$ cat src/rtl/vscale_fetch_queue_if.sv
// Fetch-queue bundle: imem request/response, DX dequeue handshake and ctrl redirect.
// master = fetch queue, slave = core/memory side.
interface vscale_fetch_queue_if #(
    parameter int unsigned XPR_LEN = 32,
    parameter int unsigned DEPTH   = 4
);
    localparam int unsigned OccW = $clog2(DEPTH + 1);

    logic               redirect;
    logic [XPR_LEN-1:0] redirect_pc;
    logic               imem_req;
    logic [XPR_LEN-1:0] imem_addr;
    logic               imem_wait;
    logic [XPR_LEN-1:0] imem_rdata;
    logic               imem_badmem_e;
    logic               deq_valid;
    logic               deq_ready;
    logic [XPR_LEN-1:0] deq_pc;
    logic [XPR_LEN-1:0] deq_inst;
    logic               deq_badmem;
    logic [OccW-1:0]    occupancy;

    modport master (
        input  redirect, redirect_pc, imem_wait, imem_rdata, imem_badmem_e, deq_ready,
        output imem_req, imem_addr, deq_valid, deq_pc, deq_inst, deq_badmem, occupancy
    );

    modport slave (
        output redirect, redirect_pc, imem_wait, imem_rdata, imem_badmem_e, deq_ready,
        input  imem_req, imem_addr, deq_valid, deq_pc, deq_inst, deq_badmem, occupancy
    );
endinterface

$ cat src/rtl/vscale_fetch_queue.sv
// Decoupled instruction fetch: sequential PC generation, credit-limited imem requests and a
// DEPTH-entry queue towards DX. Define VSCALE_FETCH_BYPASS_EN for a 1-cycle empty-queue bypass.
module vscale_fetch_queue #(
    parameter int unsigned        XPR_LEN  = 32,
    parameter int unsigned        DEPTH    = 4,
    parameter logic [XPR_LEN-1:0] RESET_PC = 'h200
) (
    input logic                  clk,
    input logic                  reset,
    vscale_fetch_queue_if.master bus
);
    localparam int unsigned PtrW = $clog2(DEPTH);
    localparam int unsigned CntW = $clog2(DEPTH + 1);
    localparam logic [CntW:0] DepthW = (CntW + 1)'(DEPTH);

    typedef logic [XPR_LEN-1:0] word_t;

    word_t            fetch_pc_q, fetch_pc_d;
    word_t            pc_pending_q, pc_pending_d;
    logic             resp_pending_q, resp_pending_d;
    logic [CntW-1:0]  count_q, count_d;
    logic [PtrW-1:0]  rd_ptr_q, rd_ptr_d;
    logic [PtrW-1:0]  wr_ptr_q, wr_ptr_d;

    word_t            pc_mem   [DEPTH];
    word_t            inst_mem [DEPTH];
    logic [DEPTH-1:0] bad_mem;

    logic             bypass;
    logic             deq_valid_int;
    logic             deq_fire;
    logic             head_fire;
    logic             enq;
    logic             enq_write;
    logic [CntW:0]    inflight;
    logic             credit_ok;
    logic             req_int;
    word_t            addr_int;
    logic             accept;
    word_t            deq_pc_int;
    word_t            deq_inst_int;
    logic             deq_bad_int;

    always_comb begin
        bypass = 1'b0;
`ifdef VSCALE_FETCH_BYPASS_EN
        bypass = ~reset & ~bus.redirect & resp_pending_q & (count_q == '0);
`endif
        deq_valid_int = ~reset & ~bus.redirect & ((count_q != '0) | bypass);
        deq_fire      = deq_valid_int & bus.deq_ready;
        // A bypassed response that DX takes immediately never touches the storage.
        head_fire     = deq_fire & ~bypass;
        enq           = ~reset & resp_pending_q & ~bus.redirect;
        enq_write     = enq & ~(bypass & bus.deq_ready);

        // Reserve a slot for every outstanding response so the queue can never overflow.
        inflight  = {1'b0, count_q} + (CntW + 1)'(resp_pending_q) - (CntW + 1)'(deq_fire);
        credit_ok = inflight < DepthW;
        req_int   = ~reset & (bus.redirect | credit_ok);
        addr_int  = bus.redirect ? bus.redirect_pc : fetch_pc_q;
        accept    = req_int & ~bus.imem_wait;
    end

    always_comb begin
        fetch_pc_d     = bus.redirect ? bus.redirect_pc : fetch_pc_q;
        pc_pending_d   = pc_pending_q;
        resp_pending_d = accept;
        if (accept) begin
            fetch_pc_d   = addr_int + word_t'(4);
            pc_pending_d = addr_int;
        end

        wr_ptr_d = wr_ptr_q + PtrW'(enq_write);
        if (bus.redirect) begin
            rd_ptr_d = wr_ptr_q;
            count_d  = '0;
        end else begin
            rd_ptr_d = rd_ptr_q + PtrW'(head_fire);
            count_d  = count_q + CntW'(enq_write) - CntW'(head_fire);
        end
    end

    always_ff @(posedge clk) begin
        if (reset) begin
            fetch_pc_q     <= RESET_PC;
            pc_pending_q   <= '0;
            resp_pending_q <= 1'b0;
            count_q        <= '0;
            rd_ptr_q       <= '0;
            wr_ptr_q       <= '0;
        end else begin
            fetch_pc_q     <= fetch_pc_d;
            pc_pending_q   <= pc_pending_d;
            resp_pending_q <= resp_pending_d;
            count_q        <= count_d;
            rd_ptr_q       <= rd_ptr_d;
            wr_ptr_q       <= wr_ptr_d;
        end
    end

    // Storage needs no reset: pointers and count define which entries are live.
    always_ff @(posedge clk) begin
        if (enq_write) begin
            pc_mem[wr_ptr_q]   <= pc_pending_q;
            inst_mem[wr_ptr_q] <= bus.imem_rdata;
            bad_mem[wr_ptr_q]  <= bus.imem_badmem_e;
        end
    end

    always_comb begin
        deq_pc_int   = pc_mem[rd_ptr_q];
        deq_inst_int = inst_mem[rd_ptr_q];
        deq_bad_int  = bad_mem[rd_ptr_q];
        if (reset) begin
            deq_pc_int   = '0;
            deq_inst_int = '0;
            deq_bad_int  = 1'b0;
        end else if (bypass) begin
            deq_pc_int   = pc_pending_q;
            deq_inst_int = bus.imem_rdata;
            deq_bad_int  = bus.imem_badmem_e;
        end
    end

    assign bus.imem_req   = req_int;
    assign bus.imem_addr  = addr_int;
    assign bus.deq_valid  = deq_valid_int;
    assign bus.deq_pc     = deq_pc_int;
    assign bus.deq_inst   = deq_inst_int;
    assign bus.deq_badmem = deq_bad_int;
    assign bus.occupancy  = reset ? '0 : count_q;
endmodule

$ cat src/flat_wrapper.sv
// flat-port wrapper written by rule: the top's interface ports become plain ports
module vscale_fetch_queue_flat 
#(
    parameter int unsigned        XPR_LEN  = 32,
    parameter int unsigned        DEPTH    = 4,
    parameter logic [XPR_LEN-1:0] RESET_PC = 'h200
)
  (clk, reset, bus_redirect, bus_redirect_pc, bus_imem_wait, bus_imem_rdata, bus_imem_badmem_e, bus_deq_ready, bus_imem_req, bus_imem_addr, bus_deq_valid, bus_deq_pc, bus_deq_inst, bus_deq_badmem, bus_occupancy);
  vscale_fetch_queue_if #(.XPR_LEN(XPR_LEN), .DEPTH(DEPTH)) bus_i ();
  input logic clk;
  input logic reset;
  input wire logic [$bits(bus_i.redirect)-1:0] bus_redirect;
  input wire logic [$bits(bus_i.redirect_pc)-1:0] bus_redirect_pc;
  input wire logic [$bits(bus_i.imem_wait)-1:0] bus_imem_wait;
  input wire logic [$bits(bus_i.imem_rdata)-1:0] bus_imem_rdata;
  input wire logic [$bits(bus_i.imem_badmem_e)-1:0] bus_imem_badmem_e;
  input wire logic [$bits(bus_i.deq_ready)-1:0] bus_deq_ready;
  output wire logic [$bits(bus_i.imem_req)-1:0] bus_imem_req;
  output wire logic [$bits(bus_i.imem_addr)-1:0] bus_imem_addr;
  output wire logic [$bits(bus_i.deq_valid)-1:0] bus_deq_valid;
  output wire logic [$bits(bus_i.deq_pc)-1:0] bus_deq_pc;
  output wire logic [$bits(bus_i.deq_inst)-1:0] bus_deq_inst;
  output wire logic [$bits(bus_i.deq_badmem)-1:0] bus_deq_badmem;
  output wire logic [$bits(bus_i.occupancy)-1:0] bus_occupancy;
  assign bus_i.redirect = bus_redirect;
  assign bus_i.redirect_pc = bus_redirect_pc;
  assign bus_i.imem_wait = bus_imem_wait;
  assign bus_i.imem_rdata = bus_imem_rdata;
  assign bus_i.imem_badmem_e = bus_imem_badmem_e;
  assign bus_i.deq_ready = bus_deq_ready;
  assign bus_imem_req = bus_i.imem_req;
  assign bus_imem_addr = bus_i.imem_addr;
  assign bus_deq_valid = bus_i.deq_valid;
  assign bus_deq_pc = bus_i.deq_pc;
  assign bus_deq_inst = bus_i.deq_inst;
  assign bus_deq_badmem = bus_i.deq_badmem;
  assign bus_occupancy = bus_i.occupancy;
  vscale_fetch_queue #(.XPR_LEN(XPR_LEN), .DEPTH(DEPTH), .RESET_PC(RESET_PC)) u_core (.clk(clk), .reset(reset), .bus(bus_i));
endmodule
$ cat config.mk
export PLATFORM = sky130hd
export DESIGN_NAME = vscale_fetch_queue_flat
export DESIGN_NICKNAME = d
export VERILOG_FILES = /design/src/rtl/vscale_fetch_queue_if.sv /design/src/rtl/vscale_fetch_queue.sv /design/src/flat_wrapper.sv
export SDC_FILE = /design/constraint.sdc
export NUM_CORES = 1
export LEC_CHECK = 0
export CORE_MARGIN = 2
export CORE_UTILIZATION = 30
export DETAILED_ROUTE_END_ITERATION = 16
export PLACE_DENSITY = 0.45
export SYNTH_ARGS = -nofsm -noshare
export SYNTH_HDL_FRONTEND = slang
export SYNTH_SLANG_ARGS = --single-unit
$ cat constraint.sdc
create_clock -name clk -period 9.2 [get_ports clk]
set_input_delay 1.84 -clock clk [delete_from_list [all_inputs] [get_ports clk]]
set_output_delay 1.84 -clock clk [all_outputs]
set_load 0.03 [all_outputs]
Word level (Yosys, flattened, before mapping)

Memories as Yosys holds them, arrays and structs flattened. A register that Yosys moved wholly into a read port is not among the register bits.
Index checks and enable logic that the tools add are counted.

Add/subtract/negate cells: 7
$lt $le $gt $ge: 4
Muxes and demuxes: 16
Bitwise logic cells: 11
Reduce and logical (&&, ||, !) cells: 3

Operator list:

| cell                                                       | count |
|---|---|
| two-way mux 32 bit                                         | 4 |
| adder 32 x 3 -> 32 bit, second input constant              | 1 |
| AND 1 bit                                                  | 7 |
| less-than comparator 2 x 3 -> 1 bit, second input constant | 2 |
| two-way mux 2 bit                                          | 3 |
| two-way mux 1 bit                                          | 5 |
| adder 2 x 1 -> 2 bit                                       | 2 |
| adder 3 x 1 -> 4 bit                                       | 1 |
| bitwise mux 4 bit                                          | 1 |
| less-than comparator 4 x 3 -> 1 bit, second input constant | 1 |
| subtractor 4 x 1 -> 4 bit                                  | 1 |
| adder 3 x 1 -> 3 bit                                       | 1 |
| two-way mux 3 bit                                          | 1 |
| NOT 1 bit                                                  | 3 |
| nonzero test 3 bit                                         | 1 |
| subtractor 3 x 1 -> 3 bit                                  | 1 |
| binary-select mux 1 bit (select 2 bit)                     | 1 |
| demux 1 bit (select 2 bit)                                 | 1 |
| >= comparator 2 x 1 -> 1 bit, second input constant        | 1 |
| OR reduction 2 bit                                         | 1 |
| logical AND 1 bit                                          | 1 |
| bitwise OR 1 bit                                           | 1 |

Register bits after elaboration: 76
RAM bits: 256
Word-level logic and storage cells: 50
Memories: 2

Memory list:

| memory          | words | width | rd ports | clocked after Yosys merged registers in | wr ports | RTL line                 | text |
|---|---|---|---|---|---|---|---|
| u_core.inst_mem | 4     | 32    | 1        | 1                                       | 1        | vscale_fetch_queue.sv:26 | `word_t inst_mem [DEPTH];` |
| u_core.pc_mem   | 4     | 32    | 1        | 1                                       | 1        | vscale_fetch_queue.sv:25 | `word_t pc_mem [DEPTH];` |

Logic depth before layout (Yosys ltp)

Depth in word-level cells: 10
Gate-level depth with buffers: 13
Mapped depth without buffers: 8

Worst setup path after synthesis

OpenSTA, ideal clock, no wires.

Path type: input to register
Start point: input bus_redirect
End point: register u_core.bad_mem[1], enable pin
Arrival: 7.633 ns
Required time: 8.618 ns
Path slack: 0.985 ns
Stages on the path: 8
Path buffers: 5
Cell sequence: buf_6 buf_6 buf_4 buf_4 buf_2 nor2_1 nand2_1 nor3b_1

Word-level cells in the longest chain between the ends: 2

Ends and longest elaborated chain:

| item                           | RTL line                  | text |
|---|---|---|
| start: declaration             | flat_wrapper.sv:12        | `input wire logic [$bits(bus_i.redirect)-1:0] bus_redirect;` |
| NOT 1 bit                      | vscale_fetch_queue.sv:53  | `enq = ~reset & resp_pending_q & ~bus.redirect;` |
| AND 1 bit                      | vscale_fetch_queue.sv:53  |  |
| end signal: indexed assignment | vscale_fetch_queue.sv:106 | `bad_mem[wr_ptr_q] <= bus.imem_badmem_e;` |
| end: declaration               | vscale_fetch_queue.sv:27  | `logic [DEPTH-1:0] bad_mem;` |

Every way passes these cells.
A chain may end at the register's enable or synchronous reset.

Final worst setup path

Start point: input bus_deq_ready
End point: output bus_imem_req

Word-level cells in the longest chain between the ends: 5

Ends and longest elaborated chain:

| item                                | RTL line                 | text |
|---|---|---|
| start: declaration                  | flat_wrapper.sv:17       | `input wire logic [$bits(bus_i.deq_ready)-1:0] bus_deq_ready;` |
| AND 1 bit                           | vscale_fetch_queue.sv:50 | `deq_fire = deq_valid_int & bus.deq_ready;` |
| subtractor 4 x 1 -> 4 bit           | vscale_fetch_queue.sv:57 | `inflight = {1'b0, count_q} + (CntW + 1)'(resp_pending_q) - (CntW + 1)'(deq_fire);` |
| less-than comparator 4 x 3 -> 1 bit | vscale_fetch_queue.sv:58 | `credit_ok = inflight < DepthW;` |
| bitwise OR 1 bit                    | vscale_fetch_queue.sv:59 | `req_int = ~reset & (bus.redirect \| credit_ok);` |
| AND 1 bit                           | vscale_fetch_queue.sv:59 |  |
| end: declaration                    | flat_wrapper.sv:18       | `output wire logic [$bits(bus_i.imem_req)-1:0] bus_imem_req;` |

Every way passes these cells.

==> key figures <==
Pwr
  – Clk pwr share: 42.5%
  – Power density over the cells: between 150 and 200 nW/um^2
  – Overall Power: about 3400 uW
  – Leakage Power: about 0.0057 uW
  – Switching Power: between 700 and 800 uW
  – Sw frac: about a quarter
  – Peak supply drop: a little over 100 uV
  – Gate power share: between 8 and 9%
  – Reg power frac: 48.9%
  – Design internal power: around 2600 uW

Clock network
  – CTS Buf Count: 38
  – Maximum clock path buffer count: 3
  – Hold buffer count at cts: 0
  – Root Driver: clkbuf_16
  – Post-cts resize count: 0
  – Post-CTS Setup Inserts: 0
  – Worst-path clk slew: about 60 ps
  – # clock sinks: between 300 and 400
  – Worst skew pair latency: ~550 ps
  – CTS tree: yes
  – CTS HTree Levels: 2

GRT
  – Vias in the first global route: about 7900
  – Global-route wire length before repair: around 50000 um
  – Initial antenna violation count: 1
  – Remaining Overflow, GRT: 0
  – Largest net degree at the start of global routing: between 60 and 70
  – Overall Global Routing Usage: 14.2%

Critical path
  – R2R cell count: 9
  – Nature of the critical path startpoint: input pin
  – WP data required: approximately 7400 ps
  – CP arrival: ~5200 ps
  – Crit Path Category: input pin to output pin
  – Crit Path Max Fanout: 12
  – Crit end category: output pin
  – FF-to-FF End: u_core.fetch_pc_q[24]$_SDFF_PP0_
  – R2r setup slk: ~5300 ps
  – Reg-to-Reg Start: u_core.count_q[0]$_SDFF_PP0_

Worst hold path
  – Min-Delay Path Class: register to register
  – Hold EP: u_core.pc_pending_q[9]$_SDFFE_PP0P_
  – Worst hold stages: 2
  – Hold_sp: u_core.pc_pending_q[9]$_SDFFE_PP0P_

Cells and area
  – Fillers: between 4000 and 5000
  – Highest-count cells in the layout ignoring fill and taps: 260 x edfxtp_1, 169 x clkdlybuf4s50_1, 70 x dfxtp_1
  – Fin nets: around 1100
  – Layout cells sized above 1: between 10% and 20%
  – Antenna Cells: 0
  – Finished Layout Cells: roughly 1600
  – Most common library cell in the layout ignoring fill and taps: edfxtp_1
  – Fin area: 17100 um^2
  – Area Growth Syn to Fin: 25.7%

Timing
  – Worst Max-Slew Pin Slew: about 1100 ps
  – TNS Setup: 0 ps
  – Min cycle time layout: between 7000 and 8000 ps
  – Worst Skew: 18.2 ps
  – Final slew viol count: 0
  – RSZ-0062 raised after global routing: no
  – Final setup margin: between 2000 and 2500 ps
  – Final Hold Viols: 0
  – Final Cycle Share: roughly 76%
  – Max frequency: ~0.14 GHz
  – Slew HR: around 29%
  – Final Setup Violations: 0

Logic synthesis
  – Post-Syn Area: roughly 14000 um^2
  – Largest family of logic cells by synthesized area: multiplexers
  – Flops & latches, synth: between 300 and 400
  – Post-synth ARST share: 0%
  – Yosys cell types: 60
  – Largest cells by area after synthesis: edfxtp_1 57%, mux4_2 11%, dfxtp_1 11%
  – Post-Synth Adder-Cell Area: less than 1%
  – Syn_nets: 916
  – Post-synth top area cell: edfxtp_1
  – Post-synthesis compound-gate area fraction: ~5.4%
  – Register area share after synthesis: between 60% and 70%
  – Post-synth top area share: between 50 and 60%
  – Syn. warnings: 0
  – Mux cell area share after synthesis: between 10% and 20%
  – Synth Area in XOR/XNOR: less than 1%
  – Mapped Avg Cell Area: approximately 16 um^2
  – Post-synth EDFFs: 260
  – Synth Area in Simple Gates: about 9.0%
  – Post-Syn Instances: 840
  – Synth Flop Type: edfxtp_1

Floorplan
  – Die extent in y: 217 um
  – Initial Util: 30.2%
  – FP Rows: just under 80
  – Die ar.: roughly 47000 um^2
  – DIE WIDTH: roughly 220 um
  – I/O Pins: around 170
  – CORE AREA: between 40000 and 50000 um^2

Outcome
  – Status: completed

Drt
  – Remaining antenna violation count: 0
  – Vias: between 7000 and 8000
  – DRC viols: 0
  – Vias/cell: around 4.7
  – WL/cell: a little over 20 um
  – Final Routed Wirelength: between 30000 and 40000 um
  – Drt first pass iters: 6
  – 1st-iter DRT viols: approximately 470

Place
  – Area after DPL: between 15000 and 20000 um^2
  – Placed Cells: about 1600
  – DP Worst Slack: 2190 ps
  – RD Place Congestion: between 0.7 and 0.8
  – PortBufs: 171
  – Post-DP HPWL: 20500 um

Flow run
  – Max Cap Viol: 0
## cells by family after synthesis
family	count (synthesis)
buffers and inverters	85
AO/OA/AOI/OAI	87
multiplexers	99
adder cells (fa/ha/maj)	6
AND/OR/NAND/NOR	219
flip-flops	332
XOR/XNOR	12
## per-stage QoR
step,utilization [%],hold WS (ps)
finish,38.0,507
global route,38.0,534
CTS,38.0,514
detailed placement,35.3,504
global placement,35.3,488
floorplan,-,460
## layer usage
| layer | vias to the layer above | wire, um | global-route usage [%] |
|---|---|---|---|
| met1 | 3852 | 16000 | 20.5 |
| met2 | 209 | 15000 | 21.7 |
| li1 | 3569 | - | - |
| met4 | 0 | 656 | 4.57 |
| met5 | - | 0 | 0 |
| met3 | 48 | 1620 | 2.80 |
## state kept, by name, summed over array words and instances (netlist names)
| register | count |
|---|---|
| u_core.bad_mem | 4 |
| u_core.count_q | 3 |
| u_core.fetch_pc_q | 32 |
| u_core.inst_mem | 128 |
| u_core.pc_mem | 128 |
| u_core.pc_pending_q | 32 |
| u_core.rd_ptr_q | 2 |
| u_core.resp_pending_q | 1 |
| u_core.wr_ptr_q | 2 |
## Yosys cell counts, drive strengths merged (2+ instances only)
| master | count |
|---|---|
| o21ai | 7 |
| nor4 | 5 |
| nand2 | 22 |
| a21oi | 23 |
| nand4 | 8 |
| dfxtp | 72 |
| nor4b | 3 |
| nor2b | 4 |
| buf | 27 |
| a31o | 7 |
| mux4 | 65 |
| nor3b | 2 |
| nor2 | 57 |
| and3 | 6 |
| a21o | 8 |
| xor2 | 2 |
| mux2i | 28 |
| clkbuf | 25 |
| nand3 | 11 |
| edfxtp | 260 |
| and2 | 68 |
| or3 | 3 |
| a211oi | 32 |
| inv | 32 |
| and3b | 2 |
| or4 | 2 |
| nor3 | 21 |
| xnor2 | 10 |
| mux2 | 6 |
| ha | 5 |
## power groups by stage
stage,sequential [uW],clock [uW],combinational (uW)
floorplan,1690,0,175
global placement,1700,0,298
detailed placement,1700,0,298
CTS,1670,1500,299
global route,1670,1550,315
finish,1670,1450,293
## final cells by class
| class | instances | area [um^2] | area share (%) |
|---|---|---|---|
| clock buffers | 46 | 1010 | 5.91 |
| clock inverters | 24 | 186 | 1.09 |
| inverters | 33 | 124 | 0.723 |
| multi-input cells | 423 | 3990 | 23.3 |
| flip-flops and latches | 332 | 9260 | 54.0 |
| well taps | 600 | 751 | 4.38 |
| repair buffers | 185 | 1810 | 10.6 |
## worst max-delay path: stages
cell	delay, ps
clkdlybuf4s50_1	440
or3b_1	490
or3_1	360
ha_1	320
a311oi_2	910
nor3_1	150
clkdlybuf4s50_1	640
## worst max-delay path by stage
stage | from | endpoint | slack [ps] | cells after the start
2_1_floorplan | bus_redirect | u_core.bad_mem[1]$_DFFE_PP_ | 990 | 8
3_3_place_gp | bus_deq_ready | bus_imem_req | 2220 | 7
3_5_place_dp | bus_deq_ready | bus_imem_req | 2190 | 7
4_1_cts | bus_deq_ready | bus_imem_req | 2170 | 7
5_1_grt | bus_deq_ready | bus_imem_req | 2030 | 7
6_report | bus_deq_ready | bus_imem_req | 2190 | 7
(Power assumes the default switching activity.)
